--- src/rtl/free_list_mp.sv ---
// Multi-ported circular free list of physical registers with head-pointer
// checkpoints for mispredict recovery.
module free_list_mp #(
  parameter int NUM_PR   = 64,
  parameter int NUM_ARCH = 32,
  parameter int DEQ_N    = 2,
  parameter int ENQ_N    = 2,
  parameter int NUM_CKPT = 4,
  localparam int PR_W    = $clog2(NUM_PR),
  localparam int PTR_W   = PR_W + 1,
  localparam int CK_W    = (NUM_CKPT > 1) ? $clog2(NUM_CKPT) : 1
) (
  input  logic                         clk,
  input  logic                         reset,
  input  logic [DEQ_N-1:0]             deq_req,
  output logic [DEQ_N-1:0][PR_W-1:0]   deq_pr,
  output logic                         deq_ok,
  input  logic [ENQ_N-1:0]             enq_valid,
  input  logic [ENQ_N-1:0][PR_W-1:0]   enq_pr,
  input  logic                         ckpt_save,
  input  logic [CK_W-1:0]              ckpt_save_id,
  input  logic                         ckpt_restore,
  input  logic [CK_W-1:0]              ckpt_restore_id,
  output logic [PTR_W-1:0]             free_count,
  output logic                         empty,
  output logic                         full,
  output logic                         overflow_err
);

  logic [PR_W-1:0]  list [NUM_PR];
  logic [PTR_W-1:0] ckpt [NUM_CKPT];
  logic [PTR_W-1:0] head, tail, head_nxt, tail_nxt;
  logic [PTR_W-1:0] deq_k, enq_k, grant;
  logic [PR_W-1:0]  widx [ENQ_N];
  logic [PTR_W:0]   ovf_sum;

  // Read ports see only registered list contents: no enqueue bypass.
  for (genvar i = 0; i < DEQ_N; i++) begin : g_rd
    assign deq_pr[i] = list[PR_W'(head + PTR_W'(i))];
  end

  always_comb begin
    deq_k = '0;
    for (int i = 0; i < DEQ_N; i++) deq_k = deq_k + PTR_W'(deq_req[i]);
    // Valid enqueue ports are packed in port order starting at tail.
    enq_k = '0;
    for (int i = 0; i < ENQ_N; i++) begin
      widx[i] = PR_W'(tail + enq_k);
      enq_k   = enq_k + PTR_W'(enq_valid[i]);
    end
  end

  assign deq_ok   = (deq_k <= free_count) && !ckpt_restore;
  assign grant    = deq_ok ? deq_k : '0;
  assign head_nxt = ckpt_restore ? ckpt[ckpt_restore_id] : head + grant;
  assign tail_nxt = tail + enq_k;
  assign ovf_sum  = (PTR_W+1)'(free_count) + (PTR_W+1)'(enq_k) - (PTR_W+1)'(grant);

  assign empty = (free_count == '0);
  assign full  = (free_count == PTR_W'(NUM_PR));

  always_ff @(posedge clk) begin
    if (reset) begin
      head         <= '0;
      tail         <= PTR_W'(NUM_PR - NUM_ARCH);
      free_count   <= PTR_W'(NUM_PR - NUM_ARCH);
      overflow_err <= 1'b0;
      for (int i = 0; i < NUM_CKPT; i++) ckpt[i] <= '0;
      for (int i = 0; i < NUM_PR; i++)
        list[i] <= (i < NUM_PR - NUM_ARCH) ? PR_W'(NUM_ARCH + i) : '0;
    end else begin
      head       <= head_nxt;
      tail       <= tail_nxt;
      free_count <= tail_nxt - head_nxt;
      // A save alongside a restore captures the restored head.
      if (ckpt_save) ckpt[ckpt_save_id] <= head_nxt;
      if (ovf_sum > (PTR_W+1)'(NUM_PR)) overflow_err <= 1'b1;
      for (int i = 0; i < ENQ_N; i++)
        if (enq_valid[i]) list[widx[i]] <= enq_pr[i];
    end
  end

endmodule

--- config.mk ---
export PLATFORM = sky130hd
export DESIGN_NAME = free_list_mp
export DESIGN_NICKNAME = d
export VERILOG_FILES = /design/src/rtl/free_list_mp.sv
export SDC_FILE = /design/constraint.sdc
export NUM_CORES = 1
export LEC_CHECK = 0
export ABC_CLOCK_PERIOD_IN_PS = 4700
export CAP_MARGIN = 20
export CORE_ASPECT_RATIO = 0.7
export CORE_MARGIN = 2
export CORE_UTILIZATION = 55
export DETAILED_ROUTE_END_ITERATION = 8
export PLACE_DENSITY = 0.74
export RECOVER_POWER = 25
export REMOVE_ABC_BUFFERS = 1
export SETUP_SLACK_MARGIN = 0.05
export SKIP_CTS_REPAIR_TIMING = 1
export SLEW_MARGIN = 20
export SYNTH_ARGS = -nofsm -noshare
export SYNTH_HDL_FRONTEND = slang
export SYNTH_SLANG_ARGS = --single-unit
--- constraint.sdc ---
create_clock -name clk -period 4.7 [get_ports clk]
set_input_delay 0.94 -clock clk [delete_from_list [all_inputs] [get_ports clk]]
set_output_delay 0.94 -clock clk [all_outputs]
set_load 0.02 [all_outputs]
==> impl_metrics.yaml <==
layout:
  utilization_pct: 61.66
  regArea_sq_mm: 0.01282
  multi_input_area_sq_mm: 0.01345
  fillCellCount: 3730
  fin_area_sq_mm: 0.03037
  area.growth.synth_to_final_pct: 10.85
  nets: 2463
  instances_no_fill: 3104
  layout-drive-gt1-share_pct: 19.70
logic_synthesis:
  synth_edf_count: 412
  ys_ff_latch: 434
  synth.area.top_cells: "edfxtp_1 (45%), mux4_2 (20%), nand2_1 (5.6%), mux2i_1 (5.4%), nor2_1 (3.3%)"
  yosysTopAreaCellShare_pct: 45.15
  postSynth.asyncResetShare_pct: 0
  yosysTopAreaCell: "edfxtp_1"
  synthFlopType: "edfxtp_1"
  ys_warn_count: 0
  synth.distinct_cells: 58
  syn_area_sq_mm: 0.02740
  syn_avg_cell_area_sq_um: 11.57
  netlist_instances: 2368
  synth-seq-area-share_pct: 46.76
critical_path:
  critPathKind: "flip-flop to output pin"
  arrival_ps: 3670
  critPathMaxFanout: 25
  end_kind: "output pin"
  start_kind: "flip-flop"
  cp.required_ps: 3760
floorplan:
  die_h_um: 190.7
  fp-row-count: 68
  io_pins: 47
  initial_core_util_pct: 55.62
  fp.dieW_um: 270.8
  die_area_sq_mm: 0.05165
  core_sq_mm: 0.04926
drt:
  wirelength_mm: 93.22
  vias_per_cell: 7.125
  drc: 0
  vias: 22120
  detail_route.first_pass.iterations: 7
  ant_nets: 0
  drtIter0Drc: 4230
  routedWlPerCell_um: 30.03
clock_tree:
  path_clk_slew_ps: 60
  cts_buffer_depth: 3
  cts_sinks: 434
  cts_tree: "yes"
  cts_max_level: 2
  cts_root_buf: "clkbuf_16"
  clock_latency_ps: 600
  cts_buffers: 44
sta:
  hold_slack_ps: 528.3
  fin_ws_ps: 92.65
  period_needed_ps: 4607
  setup_violations: 0
  finalCritPeriodShare_pct: 98.03
  tns_ps: 0
  hold_viol_final: 0
  max_freq_ghz: 0.2170
  rsz0062_at_grt: "no"
  max_slew_margin_pct: 16.69
  worst_pin_slew_ps: 1250
  finClkSkew_ps: 35.81
  slew_violations: 0
run_status:
  status: "finished clean"
place:
  hpwl_mm: 63.40
  placed_area_sq_mm: 0.02894
  dp_slack_ps: -454.0
  gp_congestion: 1.027
  placed_cells: 3014
  port_buffers: 46
flow_run:
  drv_cap: 0
global_route:
  grt_overflow: 0
  grt_pass1_vias: 20760
  grt_max_degree: 97
  grt_usage_pct: 35.57
  grt_pass1_wl_mm: 135.2
  antenna_found_initial: 5
power_and_ir_drop:
  p_per_area_mw_per_mm2: 334.0
  peakVddDrop_mv: 0.2611
  total_power_mw: 10.15
  leakage_nw: 9.699
min_path:
  hold_class: "flip-flop to flip-flop"
state kept, by name (all words and copies together), names as in the netlist:
signal        flops
ckpt             28
free_count        7
head              7
list            384
overflow_err      1
tail              7
cell type report:
cell class              count  area share [%]
clock inverters            31          0.8362
clock buffers              47           3.662
repair buffers            209           5.697
inverters                  46          0.5685
well taps                 665           2.739
multi-input cells        1670           44.27
diodes                      2         0.01648
flip-flops and latches    434           42.21
final timing paths:
path | from | to | slack (ps) | depth (start not counted)
setup / recovery | head[1] | deq_pr[0] | 90 | 6
hold / removal | overflow_err | overflow_err | 530 | 1
setup reg to reg | free_count[1] | free_count[6] | 820 | 19
hold reg to reg | overflow_err | overflow_err | 530 | 1
cell usage in the layout, fill, tap and decap left out, types with 18 or more instances in the layout:
cell type        instances
edfxtp_1               412
nand2_1                406
mux4_2                 247
nor2_1                 247
o21ai_0                162
mux2i_1                148
buf_4                  123
nand3_1                 77
nor3_1                  47
clkbuf_16               47
a21oi_1                 45
a31oi_1                 45
inv_1                   44
or3_1                   37
clkbuf_1                31
ha_1                    28
clkdlybuf4s50_1         25
a22oi_1                 24
dfxtp_1                 19
clkinv_1                18
cells in the mapped netlist (all sizes together), types with 16 or more instances:
library cell	number
mux4	247
or3	37
a21oi	47
xnor2	16
nand3	78
inv	45
buf	94
mux2i	148
nor2	259
nand2	407
ha	29
dfxtp	22
clkbuf	124
a22oi	25
o21ai	168
nor3	48
edfxtp	412
a31oi	45
where the power goes:
part	total [mW]	internal, mW	switching [mW]
clock network	3.47	1.88	1.59
registers	4.52	4.38	0.146
logic	2.15	0.894	1.26
total	10.1	7.15	3.00
per-layer routing:
metal	wire length [um]	up-vias	global-route usage, %	share of wire [%]
li1	-	9001	-	-
met1	32830	10650	48.45	35
met2	38510	2092	50.27	41
met3	17250	370	15.26	19
met4	4598	6	14.49	4.9
met5	35	-	0	0.038
cells by family after synthesis:
family,after synthesis,synth area share [%]
flip-flops,434,46.76
AND/OR/NAND/NOR,898,14.15
multiplexers,395,25.71
AO/OA/AOI/OAI,318,6.703
buffers and inverters,264,4.187
adder cells (fa/ha/maj),34,1.690
XOR/XNOR,25,0.7991
worst max-delay path: stages (launching register included):
cell and delay, ps:
dfxtp_4 500, buf_16 260, mux4_2 610, mux4_2 540
a22oi_1 360, nand2_1 200, clkdlybuf4s50_1 580
Power figures use the tool's default switching activity.
